$ cat src/rtl/seg_display_arbiter_if.sv
// Bus between the three display requesters and seg_display_arbiter.
// The master modport drives the requests; the slave modport is the arbiter side.
interface seg_display_arbiter_if;
   logic [2:0]  i_Req;
   logic [15:0] i_Data0;
   logic [15:0] i_Data1;
   logic [15:0] i_Data2;
   logic [3:0]  i_DP0;
   logic [3:0]  i_DP1;
   logic [3:0]  i_DP2;
   logic [15:0] i_Idle_Digit;
   logic [2:0]  o_Ack;
   logic [15:0] o_Digit;
   logic [3:0]  o_Seg_DP_Switch;
   logic [1:0]  o_Owner;
   logic        o_Busy;

   modport master (
      output i_Req, i_Data0, i_Data1, i_Data2, i_DP0, i_DP1, i_DP2, i_Idle_Digit,
      input  o_Ack, o_Digit, o_Seg_DP_Switch, o_Owner, o_Busy
   );

   modport slave (
      input  i_Req, i_Data0, i_Data1, i_Data2, i_DP0, i_DP1, i_DP2, i_Idle_Digit,
      output o_Ack, o_Digit, o_Seg_DP_Switch, o_Owner, o_Busy
   );
endinterface

$ cat src/rtl/seg_display_arbiter.sv
// Round-robin time-sharing of the 4-digit seven-segment display among three requesters.
// Define SEG_ARB_LIVE_UPDATE_EN to let the owner's word and DP pattern track its inputs during HOLD.
//
// state | meaning
// IDLE  | no owner; idle word shown live, DPs off, arbitrating every cycle
// HOLD  | display granted to o_Owner until TICK_DIV*HOLD_TICKS cycles elapse
module seg_display_arbiter #(
   parameter int TICK_DIV   = 50000,
   parameter int HOLD_TICKS = 1000
) (
   input logic                  i_clk,
   input logic                  i_rst,
   seg_display_arbiter_if.slave bus
);

   typedef enum logic [1:0] {
      IDLE = 2'b00,
      HOLD = 2'b01
   } state_t;

   localparam logic [15:0] TICK_LAST = 16'(TICK_DIV - 1);
   localparam logic [15:0] HOLD_LAST = 16'(HOLD_TICKS - 1);

   state_t      state, stateNxt;
   logic [15:0] prescaler, prescalerNxt;
   logic [15:0] holdCnt, holdCntNxt;
   logic [1:0]  lastOwner, lastOwnerNxt;
   logic [1:0]  owner, ownerNxt;
   logic [15:0] digitReg, digitNxt;
   logic [3:0]  dpReg, dpNxt;
   logic [2:0]  ack, ackNxt;

   logic [1:0]  cand0, cand1, cand2;
   logic        grantValid;
   logic [1:0]  grantIdx;
   logic        doGrant;
   logic        tick;
   logic        expire;

   function automatic logic [1:0] nextIdx(input logic [1:0] idx);
      return (idx >= 2'd2) ? 2'd0 : idx + 2'd1;
   endfunction

   function automatic logic [15:0] pick16(input logic [1:0] n, input logic [15:0] a,
                                          input logic [15:0] b, input logic [15:0] c);
      case (n)
         2'd0:    return a;
         2'd1:    return b;
         default: return c;
      endcase
   endfunction

   function automatic logic [3:0] pick4(input logic [1:0] n, input logic [3:0] a,
                                        input logic [3:0] b, input logic [3:0] c);
      case (n)
         2'd0:    return a;
         2'd1:    return b;
         default: return c;
      endcase
   endfunction

   // Search order starts just after the previous owner, so a persistent requester goes to the back.
   assign cand0 = nextIdx(lastOwner);
   assign cand1 = nextIdx(cand0);
   assign cand2 = nextIdx(cand1);

   always_comb begin
      grantValid = 1'b1;
      grantIdx   = cand0;
      if (bus.i_Req[cand0]) begin
         grantIdx = cand0;
      end else if (bus.i_Req[cand1]) begin
         grantIdx = cand1;
      end else if (bus.i_Req[cand2]) begin
         grantIdx = cand2;
      end else begin
         grantValid = 1'b0;
      end
   end

   assign tick   = (prescaler == TICK_LAST);
   assign expire = (state == HOLD) && tick && (holdCnt == HOLD_LAST);

   always_comb begin
      stateNxt     = state;
      prescalerNxt = prescaler;
      holdCntNxt   = holdCnt;
      lastOwnerNxt = lastOwner;
      ownerNxt     = owner;
      digitNxt     = digitReg;
      dpNxt        = dpReg;
      ackNxt       = 3'b000;
      doGrant      = 1'b0;

      case (state)
         IDLE: begin
            doGrant = grantValid;
         end
         HOLD: begin
            if (tick) begin
               prescalerNxt = 16'd0;
               holdCntNxt   = holdCnt + 16'd1;
            end else begin
               prescalerNxt = prescaler + 16'd1;
            end
            if (expire) begin
               if (grantValid) begin
                  doGrant = 1'b1;
               end else begin
                  stateNxt     = IDLE;
                  ownerNxt     = 2'd3;
                  dpNxt        = 4'hF;
                  prescalerNxt = 16'd0;
                  holdCntNxt   = 16'd0;
               end
            end
`ifdef SEG_ARB_LIVE_UPDATE_EN
            else begin
               digitNxt = pick16(owner, bus.i_Data0, bus.i_Data1, bus.i_Data2);
               dpNxt    = pick4(owner, bus.i_DP0, bus.i_DP1, bus.i_DP2);
            end
`endif
         end
         default: begin
            stateNxt     = IDLE;
            ownerNxt     = 2'd3;
            dpNxt        = 4'hF;
            prescalerNxt = 16'd0;
            holdCntNxt   = 16'd0;
         end
      endcase

      if (doGrant) begin
         stateNxt     = HOLD;
         prescalerNxt = 16'd0;
         holdCntNxt   = 16'd0;
         lastOwnerNxt = grantIdx;
         ownerNxt     = grantIdx;
         digitNxt     = pick16(grantIdx, bus.i_Data0, bus.i_Data1, bus.i_Data2);
         dpNxt        = pick4(grantIdx, bus.i_DP0, bus.i_DP1, bus.i_DP2);
         ackNxt       = 3'b001 << grantIdx;
      end
   end

   always_ff @(posedge i_clk or posedge i_rst) begin
      if (i_rst) begin
         state     <= IDLE;
         prescaler <= 16'd0;
         holdCnt   <= 16'd0;
         lastOwner <= 2'd2;
         owner     <= 2'd3;
         digitReg  <= 16'd0;
         dpReg     <= 4'hF;
         ack       <= 3'b000;
      end else begin
         state     <= stateNxt;
         prescaler <= prescalerNxt;
         holdCnt   <= holdCntNxt;
         lastOwner <= lastOwnerNxt;
         owner     <= ownerNxt;
         digitReg  <= digitNxt;
         dpReg     <= dpNxt;
         ack       <= ackNxt;
      end
   end

   // Idle word bypasses the register so the driver shows it without a cycle of lag.
   assign bus.o_Digit         = (state == HOLD) ? digitReg : bus.i_Idle_Digit;
   assign bus.o_Seg_DP_Switch = dpReg;
   assign bus.o_Owner         = owner;
   assign bus.o_Ack           = ack;
   assign bus.o_Busy          = (state == HOLD);

endmodule

$ cat src/flat_wrapper.sv
// flat-port wrapper written by rule: the top's interface ports become plain ports
module seg_display_arbiter_flat 
#(
   parameter int TICK_DIV   = 50000,
   parameter int HOLD_TICKS = 1000
)
  (i_clk, i_rst, bus_i_Req, bus_i_Data0, bus_i_Data1, bus_i_Data2, bus_i_DP0, bus_i_DP1, bus_i_DP2, bus_i_Idle_Digit, bus_o_Ack, bus_o_Digit, bus_o_Seg_DP_Switch, bus_o_Owner, bus_o_Busy);
  seg_display_arbiter_if bus_i ();
  input logic i_clk;
  input logic i_rst;
  input wire logic [$bits(bus_i.i_Req)-1:0] bus_i_Req;
  input wire logic [$bits(bus_i.i_Data0)-1:0] bus_i_Data0;
  input wire logic [$bits(bus_i.i_Data1)-1:0] bus_i_Data1;
  input wire logic [$bits(bus_i.i_Data2)-1:0] bus_i_Data2;
  input wire logic [$bits(bus_i.i_DP0)-1:0] bus_i_DP0;
  input wire logic [$bits(bus_i.i_DP1)-1:0] bus_i_DP1;
  input wire logic [$bits(bus_i.i_DP2)-1:0] bus_i_DP2;
  input wire logic [$bits(bus_i.i_Idle_Digit)-1:0] bus_i_Idle_Digit;
  output wire logic [$bits(bus_i.o_Ack)-1:0] bus_o_Ack;
  output wire logic [$bits(bus_i.o_Digit)-1:0] bus_o_Digit;
  output wire logic [$bits(bus_i.o_Seg_DP_Switch)-1:0] bus_o_Seg_DP_Switch;
  output wire logic [$bits(bus_i.o_Owner)-1:0] bus_o_Owner;
  output wire logic [$bits(bus_i.o_Busy)-1:0] bus_o_Busy;
  assign bus_i.i_Req = bus_i_Req;
  assign bus_i.i_Data0 = bus_i_Data0;
  assign bus_i.i_Data1 = bus_i_Data1;
  assign bus_i.i_Data2 = bus_i_Data2;
  assign bus_i.i_DP0 = bus_i_DP0;
  assign bus_i.i_DP1 = bus_i_DP1;
  assign bus_i.i_DP2 = bus_i_DP2;
  assign bus_i.i_Idle_Digit = bus_i_Idle_Digit;
  assign bus_o_Ack = bus_i.o_Ack;
  assign bus_o_Digit = bus_i.o_Digit;
  assign bus_o_Seg_DP_Switch = bus_i.o_Seg_DP_Switch;
  assign bus_o_Owner = bus_i.o_Owner;
  assign bus_o_Busy = bus_i.o_Busy;
  seg_display_arbiter #(.TICK_DIV(TICK_DIV), .HOLD_TICKS(HOLD_TICKS)) u_core (.i_clk(i_clk), .i_rst(i_rst), .bus(bus_i));
endmodule
$ cat config.mk
export PLATFORM = sky130hd
export DESIGN_NAME = seg_display_arbiter_flat
export DESIGN_NICKNAME = d
export VERILOG_FILES = /design/src/rtl/seg_display_arbiter_if.sv /design/src/rtl/seg_display_arbiter.sv /design/src/flat_wrapper.sv
export SDC_FILE = /design/constraint.sdc
export NUM_CORES = 1
export LEC_CHECK = 0
export CAP_MARGIN = 40
export CORE_MARGIN = 5
export CORE_UTILIZATION = 51
export DETAILED_ROUTE_END_ITERATION = 12
export GPL_TIMING_DRIVEN = 0
export PLACE_DENSITY = 0.93
export SYNTH_ARGS = -nofsm -noshare
export SYNTH_HDL_FRONTEND = slang
export SYNTH_SLANG_ARGS = --single-unit
$ cat constraint.sdc
create_clock -name i_clk -period 5.9 [get_ports i_clk]
set_input_delay 1.18 -clock i_clk [delete_from_list [all_inputs] [get_ports i_clk]]
set_output_delay 1.18 -clock i_clk [all_outputs]
set_load 0.02 [all_outputs]
==> flow_metrics.py <==
metrics = {
    "cts": {
        "h-tree-depth": 3,
        "clock_latency_ps": 360,
        "tritoncts": "built",
        "clockBufferDepth": 2,
        "postCtsSetupRepairBufs": 0,
        "path_clk_slew_ps": 70,
        "ctsResizeCount": 0,
        "numClockSinks": 60,
        "clockRootBuffer": "clkbuf_8",
        "cts-hold-fix-buffers": 0,
        "numCtsBuffers": 9,
    },
    "floorplan": {
        "core_area_um2": 6720,
        "rows": 30,
        "die_w_um": 92.5,
        "dieArea_um2": 8560,
        "ios": 107,
        "die_h_um": 92.5,
        "start_util_pct": 51.7,
    },
    "pwr": {
        "power_density_nw_per_um2": 207,
        "total_power_uw": 1010,
        "netSwitchingPower_uw": 240,
        "total_leakage_power_uw": 0.00193,
        "share_comb_of_total_power_pct": 13.3,
        "p_int_uw": 773,
        "swShare_pct": 23.7,
        "clockPowerShare_pct": 45.2,
        "pwr-share-seq_pct": 41.5,
        "vdd_drop_max_mv": 0.155,
    },
    "synthesis": {
        "ys.warnings.count": 0,
        "synth_ff_type": "dfrtp_1",
        "seq_area_frac_synth_pct": 43.5,
        "ys_ff_latch": 60,
        "synth-edff-count": 0,
        "async_flop_share_pct": 100,
        "avgSynthCellArea_um2": 9.44,
        "ys_types": 53,
        "syn_inst": 368,
        "synthesis.nets": 451,
        "synth_area_um2": 3470,
    },
    "worst_hold_path": {
        "hold_class": "flop to flop",
    },
    "worst_setup_path": {
        "crit_buf_inv": 3,
        "slowest_stage": "clkdlybuf4s50_1",
        "worstPathRequired_ps": 4720,
        "cp_slowest_stage_delay_ps": 560,
        "cp_common_cell": "clkbuf_1",
        "cp_cell_sequence": "clkbuf_1, clkbuf_1, mux2_2, clkdlybuf4s50_1",
        "critPathKind": "flop to output port",
        "path_max_fanout": 10,
        "cp-start-kind": "flop",
        "end_kind": "output port",
        "critical-path-top-delay-family": "buffers and inverters",
        "cp_data_arrival_time_ps": 2810,
    },
    "sta": {
        "rsz0062_at_grt": "false",
        "period_share_pct": 67.6,
        "maxSlewViolCount": 0,
        "relSlewSlack_pct": 43.9,
        "clock-skew-final_ps": 7.66,
        "clock.fmax_mhz": 251,
        "worst_pin_slew_ps": 833,
        "finalHoldViolations": 0,
        "fin_crit_ps": 3990,
        "setup_tns_ps": 0,
        "final-setup-viol-count": 0,
    },
    "route": {
        "drtIter0Drc": 333,
        "route.detailed.drc": 0,
        "vias": 3729,
        "firstDrtPassIters": 5,
        "avgRoutedWirePerCell_um": 19.9,
        "wl_um": 11400,
        "antenna_left": 0,
        "via_per_inst": 6.52,
    },
    "global_route": {
        "antenna_found_initial": 0,
        "grtUsageTotal_pct": 26.8,
        "grt_pass1_vias": 3767,
        "grt_max_degree": 37,
        "grt_pass1_wl_um": 18300,
        "grt_overflow": 0,
    },
    "placed_design": {
        "place_congestion": 0.878,
        "dp_hpwl_um": 8170,
        "io_buffers": 106,
    },
    "layout": {
        "antenna_cells": 0,
        "layout_common_cells": "clkdlybuf4s50_1, o21ai_0, dfrtp_1, nand2_1",
        "nets": 570,
        "final_common_cell": "clkdlybuf4s50_1",
        "final_layout_size_suffix_gt1_share_pct": 12.2,
        "area_growth_pct": 41.0,
    },
    "run_status": {
        "outcome": "completed",
    },
    "job": {
        "maxCapViolCount": 0,
    },
}
-- power by group through the flow --
stage	Clock, uW	Combinational, uW	Sequential, uW
after detailed placement	0	133	428
final	458	135	421
after floorplan	0	49.9	432
after global routing	478	144	421
after CTS	453	134	421
after global placement	0	127	428
-- state kept, by name (all words and copies together) (netlist names) --
| signal | flops |
|---|---|
| u_core.digitReg | 16 |
| u_core.holdCnt | 16 |
| u_core.prescaler | 16 |
| u_core.bus.o_Seg_DP_Switch | 4 |
| u_core.bus.o_Ack | 3 |
| u_core.bus.o_Owner | 2 |
| u_core.lastOwner | 2 |
| u_core.state | 1 |
-- cell families (layout without fill, tap and decap cells) --
kind of cell	Yosys count	in the layout	share of synthesized area, %
DFF	60	60	43.5
adders and majority gates	2	2	0.721
muxes	19	19	6.16
xor gates and xnor gates	6	6	1.51
AOI/OAI and AO/OA	136	136	25.2
buffers and inverters	30	154	3.96
and+or+nand+nor	115	115	18.9
-- metal layers --
metal	vias up	global-route usage, %	routed length [um]
li1	1645	-	-
met1	1802	31.5	4270
met2	247	46.2	5730
met3	35	7.23	1060
met4	0	11.1	330
met5	-	0	0
-- metrics by stage --
step	hold slack (ps)	instance area, um2	setup WS [ps]	utilization (%)	instances
after floorplan	446	3470	3070	-	368
after global placement	473	4630	2200	69.0	554
after detailed placement	482	4660	2170	69.3	556
after CTS	509	4900	1940	72.9	572
after global routing	524	4900	1820	72.9	572
final	511	4900	1910	72.9	572
-- synthesized netlist by cell type (5+ instances only) --
cell | number | area, um2
dfstp_2 | 7 | 184
and3_1 | 6 | 37.5
a22o_1 | 21 | 184
mux2_2 | 19 | 214
inv_1 | 7 | 26.3
nor2_1 | 15 | 56.3
nor3_1 | 6 | 30.0
xor2_1 | 5 | 43.8
clkbuf_1 | 18 | 67.6
dfrtp_1 | 53 | 1330
nand3_1 | 17 | 85.1
a21oi_1 | 21 | 105
o21ai_0 | 55 | 275
nand4_1 | 13 | 81.3
a31oi_1 | 8 | 50.1
or3_1 | 5 | 31.3
nand2_1 | 28 | 105
-- worst paths after layout --
path	from	slack, ps	end	depth (start not counted)
setup / recovery	u_core.state[0]	1910	bus_o_Digit[10]	4
hold / removal	u_core.bus.o_Seg_DP_Switch[2]	510	u_core.bus.o_Seg_DP_Switch[2]	2
setup reg to reg	u_core.prescaler[10]	3270	u_core.lastOwner[0]	5
hold reg to reg	u_core.bus.o_Seg_DP_Switch[2]	510	u_core.bus.o_Seg_DP_Switch[2]	2
max in group asynchronous	i_rst	4090	u_core.bus.o_Seg_DP_Switch[0]	3
min in group asynchronous	i_rst	1190	u_core.bus.o_Ack[0]	2
-- cell type report --
class	count	area, um2
buffer	23	111
clock buffer	9	124
clock inverter	7	115
fill	413	1820
inverter	7	26.3
multi-input combinational	278	1820
sequential	60	1510
tap	80	100
timing repair buffer	108	1090
-- worst reg2reg max path, cell delays in order (launching register included) --
cell and delay, ps:
dfrtp_1 460, or4b_4 610, nor4_4 330, a21boi_1 260
nor2_1 460, mux2_2 400
Note: power is estimated with default switching activity, not from simulation.
